$ cat src/rtl/tst_din_mgen.sv
// ---------------------------------------------------------------------------
// tst_din_mgen -- test data generator feeding a write FIFO.
//
// Produces runs of 64*NLANE-bit words, each holding 2*NLANE complex-sample
// components (lane = k/2, even k real, odd k imaginary). Every component is
// a SWID-bit sample formatted as {sign, TAG, magnitude bits} in a 32-bit
// field. Sample sources: one PRBS31 (x^31+x^28+1) per component, a global
// ramp, or a constant.
//
// A run is len*nblk words. One word is issued per RUN cycle while fifo_af is
// low. Each issued word reaches fifo_we/fifo_wd two cycles later.
//
// Ports
//   clk        in   single clock
//   srst       in   synchronous active-high reset
//   start      in   run request pulse (accepted only when idle)
//   abort      in   stop issuing words (RUN only)
//   mode       in   0 PRBS, 1 ramp, 2 constant, 3 PRBS
//   cfg_len    in   words per block (0 means 1)
//   cfg_nblk   in   blocks per run (0 means 1)
//   cfg_const  in   constant sample value
//   fifo_af    in   FIFO almost full, holds off issue
//   fifo_we    out  FIFO write strobe
//   fifo_wd    out  FIFO write data
//   done       out  high when idle
//   busy       out  high in RUN and DRAIN
//   err        out  sticky: start seen while busy
// ---------------------------------------------------------------------------
module tst_din_mgen #(
    parameter int               NLANE      = 1,
    parameter int               SWID       = 28,
    parameter logic [31-SWID:0] TAG        = 4'd8,
    parameter logic [63:0]      SEED       = 64'h1234589abcdef,
    parameter int               LENW       = 20,
    parameter bit               RESEED_BLK = 1'b0
) (
    input  logic                  clk,
    input  logic                  srst,
    input  logic                  start,
    input  logic                  abort,
    input  logic [1:0]            mode,
    input  logic [LENW-1:0]       cfg_len,
    input  logic [LENW-1:0]       cfg_nblk,
    input  logic [SWID-1:0]       cfg_const,
    input  logic                  fifo_af,
    output logic                  fifo_we,
    output logic [64*NLANE-1:0]   fifo_wd,
    output logic                  done,
    output logic                  busy,
    output logic                  err
);

    localparam int NC = 2 * NLANE;  // components per word

    typedef enum logic [1:0] {IDLE = 2'd0, RUN = 2'd1, DRAIN = 2'd2} state_t;

    state_t state_q, state_d;

    logic [1:0]          mode_q;
    logic [LENW-1:0]     len_q, nblk_q, wcnt_q, bcnt_q;
    logic [SWID-1:0]     const_q, ramp_q;
    logic [30:0]         prbs_q    [NC];
    logic [30:0]         prbs_base [NC];
    logic [30:0]         prbs_nxt  [NC];
    logic [SWID-1:0]     samp      [NC];
    logic [64*NLANE-1:0] word_c, d1_q;
    logic                v1_q;
    logic                issue, start_ok, last_word;

    // Per-component seed; all-zero would lock the LFSR, so it becomes 1.
    function automatic logic [30:0] seed_of(input int k);
        logic [30:0] h;
        h = 31'(SEED[31:0] ^ SEED[63:32] ^ (32'(k + 1) * 32'h9E3779B9));
        return (h == 31'd0) ? 31'd1 : h;
    endfunction

    // Advance a Fibonacci PRBS31 by SWID bits; the newest bit enters at
    // bit 0, so the low SWID bits of the result are the fresh output bits.
    function automatic logic [30:0] prbs_adv(input logic [30:0] s);
        logic [30:0] r;
        r = s;
        for (int i = 0; i < SWID; i++)
            r = {r[29:0], r[30] ^ r[27]};
        return r;
    endfunction

    assign start_ok  = (state_q == IDLE) && start;
    assign last_word = (wcnt_q == len_q - LENW'(1)) && (bcnt_q == nblk_q - LENW'(1));

    // ---------------- FSM: state register ----------------
    // NOTE: all sequential state uses non-blocking assignments so every
    // register samples pre-edge values regardless of process order.
    always_ff @(posedge clk) begin
        if (srst) state_q <= IDLE;
        else      state_q <= state_d;
    end

    // ---------------- FSM: next state ----------------
    // NOTE: each combinational output is given a default first, so no path
    // leaves it unassigned and no latch is inferred.
    always_comb begin
        state_d = state_q;
        case (state_q)
            IDLE:    if (start) state_d = RUN;
            RUN:     if (abort || (issue && last_word)) state_d = DRAIN;
            // Leaving when stage 1 is empty: the word now in stage 2 is
            // written this cycle, so done rises right after the final write.
            DRAIN:   if (!v1_q) state_d = IDLE;
            default: state_d = IDLE;
        endcase
    end

    // ---------------- FSM: outputs ----------------
    always_comb begin
        issue = 1'b0;
        busy  = 1'b0;
        done  = 1'b0;
        case (state_q)
            RUN: begin
                busy  = 1'b1;
                issue = !fifo_af;
            end
            DRAIN:   busy = 1'b1;
            default: done = 1'b1;
        endcase
    end

    // ---------------- sample generation ----------------
    always_comb begin
        word_c = '0;
        for (int k = 0; k < NC; k++) begin
            prbs_base[k] = (RESEED_BLK && wcnt_q == '0) ? seed_of(k) : prbs_q[k];
            prbs_nxt[k]  = prbs_adv(prbs_base[k]);
            case (mode_q)
                2'd1:    samp[k] = ramp_q + SWID'(k);
                2'd2:    samp[k] = const_q;
                default: samp[k] = prbs_nxt[k][SWID-1:0];
            endcase
            word_c[32*k +: 32] = {samp[k][SWID-1], TAG, samp[k][SWID-2:0]};
        end
    end

    // ---------------- run configuration and counters ----------------
    // NOTE: the PRBS state array is deliberately reset (to the seeds), since
    // a run's first word depends on it; it is a small register file, not RAM.
    always_ff @(posedge clk) begin
        if (srst) begin
            mode_q  <= '0;
            len_q   <= LENW'(1);
            nblk_q  <= LENW'(1);
            const_q <= '0;
            wcnt_q  <= '0;
            bcnt_q  <= '0;
            ramp_q  <= '0;
            for (int k = 0; k < NC; k++) prbs_q[k] <= seed_of(k);
        end else if (start_ok) begin
            mode_q  <= mode;
            len_q   <= (cfg_len  == '0) ? LENW'(1) : cfg_len;
            nblk_q  <= (cfg_nblk == '0) ? LENW'(1) : cfg_nblk;
            const_q <= cfg_const;
            wcnt_q  <= '0;
            bcnt_q  <= '0;
            ramp_q  <= '0;
            for (int k = 0; k < NC; k++) prbs_q[k] <= seed_of(k);
        end else if (issue) begin
            for (int k = 0; k < NC; k++) prbs_q[k] <= prbs_nxt[k];
            // Ramp index counts words across blocks; it never restarts.
            ramp_q <= ramp_q + SWID'(NC);
            if (wcnt_q == len_q - LENW'(1)) begin
                wcnt_q <= '0;
                bcnt_q <= bcnt_q + LENW'(1);
            end else begin
                wcnt_q <= wcnt_q + LENW'(1);
            end
        end
    end

    // ---------------- sticky error ----------------
    always_ff @(posedge clk) begin
        if (srst)                            err <= 1'b0;
        else if (start_ok)                   err <= 1'b0;
        else if (start && state_q != IDLE)   err <= 1'b1;
    end

    // ---------------- two-stage write pipeline ----------------
    // Reset clears both stages, which drops words in flight.
    always_ff @(posedge clk) begin
        if (srst) begin
            v1_q    <= 1'b0;
            d1_q    <= '0;
            fifo_we <= 1'b0;
            fifo_wd <= '0;
        end else begin
            v1_q    <= issue;
            fifo_we <= v1_q;
            if (issue) d1_q    <= word_c;
            if (v1_q)  fifo_wd <= d1_q;
        end
    end

endmodule

$ cat config.mk
export PLATFORM = sky130hd
export DESIGN_NAME = tst_din_mgen
export DESIGN_NICKNAME = d
export VERILOG_FILES = /design/src/rtl/tst_din_mgen.sv
export SDC_FILE = /design/constraint.sdc
export NUM_CORES = 1
export LEC_CHECK = 0
export BUFFER_PORTS_ARGS = -buffer_cell sky130_fd_sc_hd__buf_2
export CORE_ASPECT_RATIO = 1.4
export CORE_UTILIZATION = 46
export CTS_CLUSTER_DIAMETER = 40
export CTS_CLUSTER_SIZE = 10
export DETAILED_ROUTE_END_ITERATION = 12
export GPL_TIMING_DRIVEN = 0
export PLACE_DENSITY = 0.66
export REMOVE_ABC_BUFFERS = 1
export SLEW_MARGIN = 0
export SYNTH_ARGS = -nofsm -noshare
export SYNTH_HDL_FRONTEND = slang
export SYNTH_SLANG_ARGS = --single-unit
export TNS_END_PERCENT = 1
$ cat constraint.sdc
create_clock -name clk -period 4.7 [get_ports clk]
set_input_delay 0.235 -clock clk [delete_from_list [all_inputs] [get_ports clk]]
set_output_delay 0.235 -clock clk [all_outputs]
set_load 0.05 [all_outputs]
==> results of run 1 <==
[per-layer routing]
layer,part of all wire,track usage,routed length [um],vias to the layer above
met5,0,0,0,-
met4,0.027,0.07593,949,0
met3,0.041,0.03348,1425,57
met2,0.51,0.4021,17570,242
met1,0.42,0.2627,14630,5386
li1,-,-,-,5523
[synthesized netlist by cell type, drive strengths merged (28+ instances only)]
| cell type | instances |
|---|---|
| and3 | 36 |
| xor2 | 81 |
| nor2b | 29 |
| mux2i | 67 |
| o21ai | 79 |
| clkbuf | 85 |
| dfxtp | 256 |
| a22oi | 28 |
| nand2 | 74 |
| a22o | 64 |
| edfxtp | 62 |
| a21oi | 58 |
| xnor2 | 72 |
| nor2 | 174 |
[kinds of logic after synthesis]
group           synth area share
mux                      0.04739
simple gates              0.1745
xor+xnor                 0.09469
compound gates            0.1429
other cells            0.0002650
fa+ha+maj               0.009726
buf+inv                  0.03678
flops                     0.4937
[power by group]
group          internal (mW)  total [mW]  switching, mW
sequential              3.19        3.51          0.319
clock                   1.99        3.14           1.15
combinational          0.794        1.91           1.11
[critical path, cell delays in order, from the launching register on]
cell and delay [ns]:
dfxtp_1 0.36, inv_1 0.12, ha_1 0.24, nor4b_1 0.80, nand3_1 0.24, or4_1 0.59
a221oi_1 0.31, nand4_1 0.27, nor4_2 0.81, and3_1 0.27, mux2i_1 0.19
[sequential cells by signal (all words and copies together), names as in the netlist, 27 cells and up]
register  cells
prbs_q       62
fifo_wd      57
d1_q         57
ramp_q       27
const_q      28
[final cells by class]
type	count	area [um^2]	share of cell area
flip-flops and latches	318	6990	0.4037
multi-input cells	1012	6701	0.3871
repair buffers	218	1667	0.09626
clock buffers	65	1251	0.07226
well taps	385	481.7	0.02782
clock inverters	10	128.9	0.007443
inverters	25	93.84	0.005420
[repair_timing]
| action | 4_1_cts | 5_1_grt |
|---|---|---|
| hold buffers | 70 | 0 |
| endpoints found under the hold margin | 70 | 0 |
| setup endpoints to repair | 0 | 0 |
[stage by stage]
step / std cells / utilization / instance area, um^2 / TNS (ns)
floorplan: 1355 / - / 13740 / -249.22
global placement: 1876 / 0.4948 / 14910 / -1365.19
detailed placement: 1888 / 0.5057 / 15230 / 0
CTS: 2033 / 0.5748 / 17310 / 0
global route: 2033 / 0.5748 / 17310 / 0
finish: 2033 / 0.5748 / 17310 / 0
[worst paths after layout]
check / slack [ns] / endpoint / startpoint / depth (start not counted)
worst max-delay path: 0.40 / bcnt_q[12] / len_q[0] / 10
worst min-delay path: 0.03 / err / start / 3
worst max register to register: 0.40 / bcnt_q[12] / len_q[0] / 10
worst min register to register: 0.48 / const_q[2] / const_q[2] / 1
[placed cells by master (no fill, tap or decap), types with 6 or more instances in the layout]
| cell | Yosys | final |
|---|---|---|
| a211oi_1 | 6 | 6 |
| dfxtp_1 | 256 | 255 |
| or3_1 | 12 | 12 |
| dlygate4sd3_1 | 0 | 70 |
| xnor2_1 | 72 | 72 |
| nor4_1 | 23 | 23 |
| nor2_1 | 174 | 173 |
| edfxtp_1 | 62 | 62 |
| clkbuf_1 | 85 | 15 |
| and4_1 | 7 | 7 |
| o31ai_1 | 7 | 7 |
| clkbuf_16 | 0 | 45 |
| nand2_1 | 74 | 72 |
| conb_1 | 1 | 6 |
| or4_1 | 8 | 8 |
| a21oi_1 | 58 | 57 |
| nor3_1 | 17 | 17 |
| inv_1 | 25 | 24 |
| nand2b_1 | 8 | 8 |
| o221a_2 | 24 | 24 |
| buf_12 | 0 | 6 |
| buf_16 | 0 | 6 |
| or2_1 | 18 | 18 |
| nor2b_1 | 29 | 28 |
| a22o_1 | 64 | 64 |
| ha_1 | 11 | 10 |
| o21ai_0 | 61 | 61 |
| clkinv_2 | 0 | 6 |
| xor2_1 | 81 | 81 |
| a22oi_1 | 28 | 28 |
| nand3_1 | 27 | 27 |
| and3_1 | 36 | 36 |
| o21ai_1 | 18 | 18 |
| mux2i_1 | 67 | 67 |
| nand4_1 | 21 | 21 |
| buf_2 | 2 | 136 |
==> summary.md, run 1 <==
| Metric | Value |
|---|---|
| Yosys reg bits | 318 |
| Vias in the first global route | 11,040 |
| Post-synth top area cell | dfxtp_1 |
| Crit Path Category | flip-flop to flip-flop |
| Final min period | 4.296 ns |
| Startpoint Class | flip-flop |
| Inserted Clock Buffers | 42 |
| Fin nets | 1,703 |
| Syn Area/Cell | 9.746 um^2 |
| Post-synth ARST share | 0 |
| Largest net degree at the start of global routing | 66 |
| Mapped cell area | 14,150 um^2 |
| Clk slew on worst S/H paths | 0.05 ns |
| Initial antenna violation count | 0 |
| Sink Count | 318 |
| Antenna cells | 0 |
| Hold WS | 0.03449 ns |
| Synth top area share | 0.3622 |
| Post-CTS sizing | 0 |
| Core Footprint | 30,120 um^2 |
| Final period util | 0.9141 |
| GPL Wtd Cong | 0.8586 |
| Ys flop type | dfxtp_1 |
| RSZ-0062 raised after global routing | false |
| Drt pass-1 iters | 6 |
| Setup violations, final | 0 |
| # fillers | 2,598 |
| Slew headroom | 0.1605 |
| CTS tree | built |
| Worst-Skew Late Latency | 0.53 ns |
| Pwr dens | 493.9 nW/um^2 |
| Endpoints failing hold | 0 |
| Place WS | 0.4724 ns |
| Final wirelength | 34,580 um |
| Starting density of the core | 0.4698 |
| Root buf cell | clkbuf_16 |
| GRT overflow | 0 |
| Hold Path Class | input port to flip-flop |
| Post-CTS setup buffer count | 0 |
| Area delta synth->final | 22.35% |
| Die width | 150.2 um |
| Crit path max fanout | 6 |
| Sequential-to-total area share from yosys stat | 0.4937 |
| Required time worst endpoint | 5.14 ns |
| Die area | 31,480 um^2 |
| DRC Markers | 0 |
| LEAKAGE | 6.628 nW |
| CP endpoint kind | flip-flop |
| Number of distinct library cells after synthesis | 62 |
| Setup WS post-layout | 0.4035 ns |
| Overall power | 8.552 mW |
| Die Ht | 209.5 um |
| Detailed-route via count | 11,210 |
| ANT nets after route | 0 |
| Post-synth EDFFs | 62 |
| Yosys warnings | 0 |
| Crit path DAT | 4.74 ns |
| Synth top area cells | dfxtp_1 (36%), edfxtp_1 (13%), xor2_1 (5.0%) |
| Drt initial violations | 495 |
| Site Rows | 75 |
| Total GRT Usage | 0.2219 |
| Htree depth | 2 |
| Clk buf depth | 3 |
| Port Buffers | 136 |
| Top Ports | 143 |
| Vias per cell | 5.513 |
| Fmax | 0.2327 GHz |
| MaxCap Viol Count | 0 |
| Routed WL per cell | 17.01 um |
| Outcome | complete, no violations |
| Gate Count Post-Synth | 1,452 |
| Max Slew Vio Count | 0 |
| First-pass GRT wire length | 55,880 um |
| Share of cells above drive strength 1 | 0.1529 |
| Least-Margin Pin Slew | 1.259 ns |
| Final clock skew | 0.01536 ns |
| VDD IR-drop max | 0.0003002 V |
| Dpl hpwl | 23,080 um |
No activity file was read; power rests on OpenSTA's default activity.
==> run 2: changes to the inputs <==
Settings changed: BUFFER_PORTS_ARGS -buffer_cell sky130_fd_sc_hd__buf_2 to not set, DONT_BUFFER_PORTS set to 1, PLACE_DENSITY 0.66 to 0.72.
==> run 2 against run 1 <==
  * First-iteration DRC count shrank 0.40%
  * Total power shrank 1.8%
  * Clock skew grew 0.0045 ns
  * Clock power shrank 3%
  * Sequential share of layout area grew 1.7 points
  * Combinational power shrank 6%
  * Cell area shrank 4.0%
  * Non-clock buffer count shrank 135
  * Utilization shrank 2.3 points
  * Sequential power grew 1%
  * Critical path type unchanged
  * Largest power group unchanged
==> summary.md, run 2 (same netlist as run 1, synthesis figures left out) <==
| Metric | Value |
|---|---|
| Outcome | complete, no violations (unchanged) |
| Required time worst endpoint | 5.15 ns (was 5.14 ns) |
| CTS tree | built (unchanged) |
| Startpoint Class | flip-flop (unchanged) |
| DRC Markers | 0 (unchanged) |
| GRT overflow | 0 (unchanged) |
| Drt initial violations | 493 (was 495) |
| Worst-Skew Late Latency | 0.54 ns (was 0.53 ns) |
| VDD IR-drop max | 0.0002987 V (was 0.0003002 V) |
| Largest net degree at the start of global routing | 65 (was 66) |
| Registers with the most flip-flops | prbs_q: 62 flops, d1_q: 57 flops, fifo_wd: 57 flops (unchanged) |
| MaxCap Viol Count | 0 (unchanged) |
| Clk buf depth | 3 (unchanged) |
| Die area | 31,480 um^2 (unchanged) |
| Overall power | 8.398 mW (was 8.552 mW) |
| Fmax | 0.2371 GHz (was 0.2327 GHz) |
| Core Footprint | 30,120 um^2 (unchanged) |
| Max Slew Vio Count | 0 (unchanged) |
| LEAKAGE | 5.969 nW (was 6.628 nW) |
| Final wirelength | 34,830 um (was 34,580 um) |
| Post-DP Area | 14,530 um^2 (was 15,230 um^2) |
| Initial antenna violation count | 3 (was 0) |
| Least-Margin Pin Slew | 1.238 ns (was 1.259 ns) |
| Max incr delay on CP | 0.82 ns (was 0.81 ns) |
| Detailed-route via count | 10,790 (was 11,210) |
| Final period util | 0.8973 (was 0.9141) |
| Share of cells above drive strength 1 | 0.07779 (was 0.1529) |
| Root buf cell | clkbuf_16 (unchanged) |
| Crit Path Category | flip-flop to flip-flop (unchanged) |
| Hold WS | 0.04634 ns (was 0.03449 ns) |
| Area delta synth->final | 17.48% (was 22.35%) |
| Vias per cell | 5.666 (was 5.513) |
| Dpl hpwl | 22,810 um (was 23,080 um) |
| # fillers | 2,588 (was 2,598) |
| Site Rows | 75 (unchanged) |
| RSZ-0062 raised after global routing | false (unchanged) |
| Final clock skew | 0.01990 ns (was 0.01536 ns) |
| Setup violations, final | 0 (unchanged) |
| Final min period | 4.218 ns (was 4.296 ns) |
| Clk slew on worst S/H paths | 0.05 ns (about the same) |
| Register with the most flip-flops | prbs_q (unchanged) |
| GPL Wtd Cong | 0.8746 (was 0.8586) |
| Fin nets | 1,569 (was 1,703) |
| Crit path max fanout | 6 (unchanged) |
| Total GRT Usage | 0.2227 (was 0.2219) |
| ANT nets after route | 0 (unchanged) |
| Top Ports | 143 (unchanged) |
| Slew headroom | 0.1747 (was 0.1605) |
| Vias in the first global route | 10,860 (was 11,040) |
| Commonest cells after routing, fill and taps aside | dfxtp_1 (255), nor2_1 (173), xor2_1 (81) (was dfxtp_1 (255), nor2_1 (173), buf_2 (136)) |
| Pwr dens | 505.1 nW/um^2 (was 493.9 nW/um^2) |
| Crit path DAT | 4.67 ns (was 4.74 ns) |
| Setup WS post-layout | 0.4825 ns (was 0.4035 ns) |
| Multi-input combinational cell area | 6701 um^2 (unchanged) |
| Die width | 150.2 um (unchanged) |
| CP endpoint kind | flip-flop (unchanged) |
| Routed WL per cell | 18.28 um (was 17.01 um) |
| Drt pass-1 iters | 5 (was 6) |
| Sink Count | 318 (unchanged) |
| Inserted Clock Buffers | 43 (was 42) |
| Non-Filler Instances | 1,905 (was 2,033) |
| Port Buffers | 0 (was 136) |
| Die Ht | 209.5 um (unchanged) |
| Post-route cell area | 16,620 um^2 (was 17,310 um^2) |
| First-pass GRT wire length | 55,390 um (was 55,880 um) |
| Hold Path Class | input port to flip-flop (unchanged) |
| Endpoints failing hold | 0 (unchanged) |
| Htree depth | 2 (unchanged) |
| CP max stage cell | nor4b_1 (was nor4_2) |
| Max FFs per register | 62 (unchanged) |
| Dpl cells | 1,751 (was 1,888) |
| Starting density of the core | 0.4698 (unchanged) |
| Commonest non-fill, non-tap cell in the layout | dfxtp_1 (unchanged) |
| Place WS | 0.5373 ns (was 0.4724 ns) |
| Register area | 6990 um^2 (unchanged) |
| Post-CTS setup buffer count | 0 (unchanged) |
| Critical path, cell by cell | inv_1, ha_1, nor4b_1, nand3_1, or4_1, a221oi_1, nand4_1, nor4_2, and3_1, mux2i_1 (unchanged) |
[run 2: worst max-delay path: cells and delay by family, from the launching register on]
kind | cells | cell delay, ns
mux | 1 | 0.18
buf+inv | 1 | 0.09
simple gates | 6 | 2.99
compound gates | 1 | 0.31
flops | 1 | 0.35
fa+ha+maj | 1 | 0.24
[run 2: repair_timing]
action,CTS,global route
endpoints found under the hold margin,133,0
resized for setup,0,0
endpoints found under the setup margin,0,0
hold buffers,72,0
[run 2: power by group]
group          leakage (nW)  internal (mW)  switching [mW]
registers              2.65           3.19           0.370
clock network         0.645           1.85            1.20
logic                  2.68          0.752            1.05
total                  5.97           5.78            2.61
[run 2: path summary, 6_finish.rpt]
path | slack, ns | start | end | cells past startpoint
max reg2reg | 0.48 | len_q[0] | bcnt_q[10] | 10
min | 0.05 | srst | fifo_wd[51] | 2
min reg2reg | 0.47 | d1_q[62] | d1_q[62] | 2
max | 0.48 | len_q[0] | bcnt_q[10] | 10
[run 2: layer usage]
metal,global-route usage,vias to the layer above,wire length (um)
met5,0,-,0
met4,0.08603,0,989
met1,0.2520,5209,14030
met3,0.04435,61,1861
li1,-,5249,-
met2,0.4047,274,17950
[run 2: cell type report]
cell class,instances,area share
Multi-Input combinational cell,1012,0.4031
Tap cell,385,0.02898
Sequential cell,318,0.4205
Timing Repair Buffer,83,0.06036
Clock buffer,68,0.07586
Clock inverter,11,0.005118
Antenna cell,3,0.0004516
Inverter,25,0.005645
[run 2: stage by stage]
step	utilization	setup TNS (ns)
3_3_place_gp	0.4722	-1292.67
3_5_place_dp	0.4825	0
5_1_grt	0.5519	0
2_1_floorplan	-	-249.22
6_report	0.5519	0
4_1_cts	0.5517	0
==> run 3: changes to the inputs <==
Settings changed: CORE_MARGIN set to 1.5.
==> run 3 against run 2 <==
  * Non-clock buffer count grew 3
  * Total power grew 1.5%
  * Critical path type unchanged
  * Flip-flop and latch count is the same
  * Largest cell class unchanged
  * Clock skew shrank 0.0046 ns
  * Worst setup slack lost 0.021 ns
  * Wire length grew 0.32%
  * Sequential share of layout area shrank 0.22 points
  * Via count shrank 0.36%
  * Die area grew 1.1%
==> summary.md, run 3 (same netlist as run 1, synthesis figures left out) <==
| Metric | Value |
|---|---|
| Outcome | complete, no violations (unchanged) |
| Non-Filler Instances | 1,904 (was 1,905) |
| Crit path buffers/inverters | 1 (unchanged) |
| Register with the most flip-flops | prbs_q (unchanged) |
| Max FFs per register | 62 (unchanged) |
| Critical path, cell by cell | inv_1, ha_1, nor4b_1, nand3_1, or4_1, a221oi_1, nand4_1, nor4_2, and3_1, mux2i_1 (unchanged) |
| Largest net degree at the start of global routing | 63 (was 65) |
| Crit Path Category | flip-flop to flip-flop (unchanged) |
| VDD IR-drop max | 0.0003299 V (was 0.0002987 V) |
| Detailed-route via count | 10,750 (was 10,790) |
| Required time worst endpoint | 5.16 ns (was 5.15 ns) |
| Final min period | 4.238 ns (was 4.218 ns) |
| CP top delay family | simple AND/OR/NAND/NOR gates (unchanged) |
| ANT nets after route | 0 (unchanged) |
| Least-Margin Pin Slew | 1.237 ns (was 1.238 ns) |
| Post-route cell area | 16,710 um^2 (was 16,620 um^2) |
| Port Buffers | 0 (unchanged) |
| Commonest cells after routing, fill and taps aside | dfxtp_1 (255), nor2_1 (173), xor2_1 (81) (unchanged) |
| GPL Wtd Cong | 0.8437 (was 0.8746) |
| Initial antenna violation count | 3 (unchanged) |
| Setup WS post-layout | 0.4616 ns (was 0.4825 ns) |
| Vias in the first global route | 10,750 (was 10,860) |
| Clk slew on worst S/H paths | 0.06 ns (was 0.05 ns) |
| Overall power | 8.521 mW (was 8.398 mW) |
| Core Footprint | 30,120 um^2 (unchanged) |
| Hold WS | 0.04306 ns (was 0.04634 ns) |
| Post-CTS sizing | 0 (unchanged) |
| Hold Path Class | input port to flip-flop (unchanged) |
| CP max stage cell | nor4_2 (was nor4b_1) |
| Die width | 151.2 um (was 150.2 um) |
| Share of cells above drive strength 1 | 0.07784 (was 0.07779) |
| Pwr dens | 509.9 nW/um^2 (was 505.1 nW/um^2) |
| Sink Count | 318 (unchanged) |
| Setup violations, final | 0 (unchanged) |
| Root buf cell | clkbuf_16 (unchanged) |
| Site Rows | 75 (unchanged) |
| Die area | 31,840 um^2 (was 31,480 um^2) |
| DRC Markers | 0 (unchanged) |
| Registers with the most flip-flops | prbs_q: 62 flops, d1_q: 57 flops, fifo_wd: 57 flops (unchanged) |
| Top Ports | 143 (unchanged) |
| Htree depth | 2 (unchanged) |
| Max Slew Vio Count | 0 (unchanged) |
| Fin nets | 1,572 (was 1,569) |
| Routed WL per cell | 18.35 um (was 18.28 um) |
| Final period util | 0.9018 (was 0.8973) |
| RSZ-0062 raised after global routing | false (unchanged) |
| MaxCap Viol Count | 0 (unchanged) |
| Commonest non-fill, non-tap cell in the layout | dfxtp_1 (unchanged) |
| Crit path max fanout | 6 (unchanged) |
| Final clock skew | 0.01529 ns (was 0.01990 ns) |
| Area delta synth->final | 18.10% (was 17.48%) |
| First-pass GRT wire length | 55,750 um (was 55,390 um) |
| CTS tree | built (unchanged) |
| R2R Setup Slk | 0.46 ns (was 0.48 ns) |
| Crit path DAT | 4.70 ns (was 4.67 ns) |
| Slew headroom | 0.1752 (was 0.1747) |
| Inserted Clock Buffers | 43 (unchanged) |
| Clk buf depth | 3 (unchanged) |
| Die Ht | 210.5 um (was 209.5 um) |
| Dpl hpwl | 23,010 um (was 22,810 um) |
| Worst-Skew Late Latency | 0.53 ns (was 0.54 ns) |
| Place WS | 0.5132 ns (was 0.5373 ns) |
| Final wirelength | 34,940 um (was 34,830 um) |
| CP endpoint kind | flip-flop (unchanged) |
| Post-DP Area | 14,540 um^2 (was 14,530 um^2) |
| Dpl cells | 1,752 (was 1,751) |
| Drt pass-1 iters | 5 (unchanged) |
| Drt initial violations | 522 (was 493) |
| LEAKAGE | 6.017 nW (was 5.969 nW) |
| GRT overflow | 0 (unchanged) |
| Vias per cell | 5.648 (was 5.666) |
| Endpoints failing hold | 0 (unchanged) |
| Starting density of the core | 0.4698 (unchanged) |
| Total GRT Usage | 0.2208 (was 0.2227) |
| Max incr delay on CP | 0.81 ns (was 0.82 ns) |
| Fmax | 0.2359 GHz (was 0.2371 GHz) |
| Startpoint Class | flip-flop (unchanged) |
## run 3: cell types whose count changed in the layout (fill, tap and decap cells not counted)
cell | previous run | this run
clkbuf_16 | 44 | 48
buf_12 | 5 | 8
clkbuf_1 | 17 | 14
buf_16 | 7 | 5
clkinvlp_4 | 4 | 2
dlygate4sd3_1 | 71 | 73
bufinv_16 | 0 | 1
clkbuf_8 | 7 | 6
clkinv_2 | 3 | 2
clkinv_8 | 1 | 0
inv_4 | 1 | 0
## run 3: metrics by stage
step,util,setup TNS [ns]
finish,0.5548,0
floorplan,-,-249.22
global placement,0.4722,-1274.67
CTS,0.5546,0
global route,0.5547,0
detailed placement,0.4826,0
## run 3: final timing paths
| check | depth (start not counted) | to | from |
|---|---|---|---|
| setup / recovery | 10 | bcnt_q[10] | len_q[0] |
| hold / removal | 2 | fifo_wd[36] | srst |
| hold reg to reg | 1 | const_q[11] | const_q[11] |
| setup reg to reg | 10 | bcnt_q[10] | len_q[0] |
## run 3: timing repair
item                                   CTS  global route
hold buffers                            74             0
buffers inserted                         0             0
setup endpoints to repair                0             0
endpoints found under the hold margin  136             0
## run 3: report_power, final
group	switching (mW)	total (mW)	internal, mW
clock network	1.16	3.16	2.00
registers	0.365	3.55	3.19
logic	1.06	1.81	0.755
## run 3: final cells by class
cell class | instances | area (um^2)
Timing Repair Buffer | 86 | 1028
Clock buffer | 68 | 1336
Antenna cell | 3 | 7.507
Tap cell | 385 | 481.7
Sequential cell | 318 | 6990
Fill cell | 2605 | 13410
Multi-Input combinational cell | 1012 | 6701
Clock inverter | 7 | 72.57
Inverter | 25 | 93.84
## run 3: routing by layer
metal | up-vias | GRT usage | wire [um]
li1 | 5249 | - | -
met1 | 5199 | 0.2520 | 14050
met2 | 236 | 0.4009 | 18080
met3 | 70 | 0.04545 | 1755
met4 | 0 | 0.07734 | 1055
met5 | - | 0 | 0
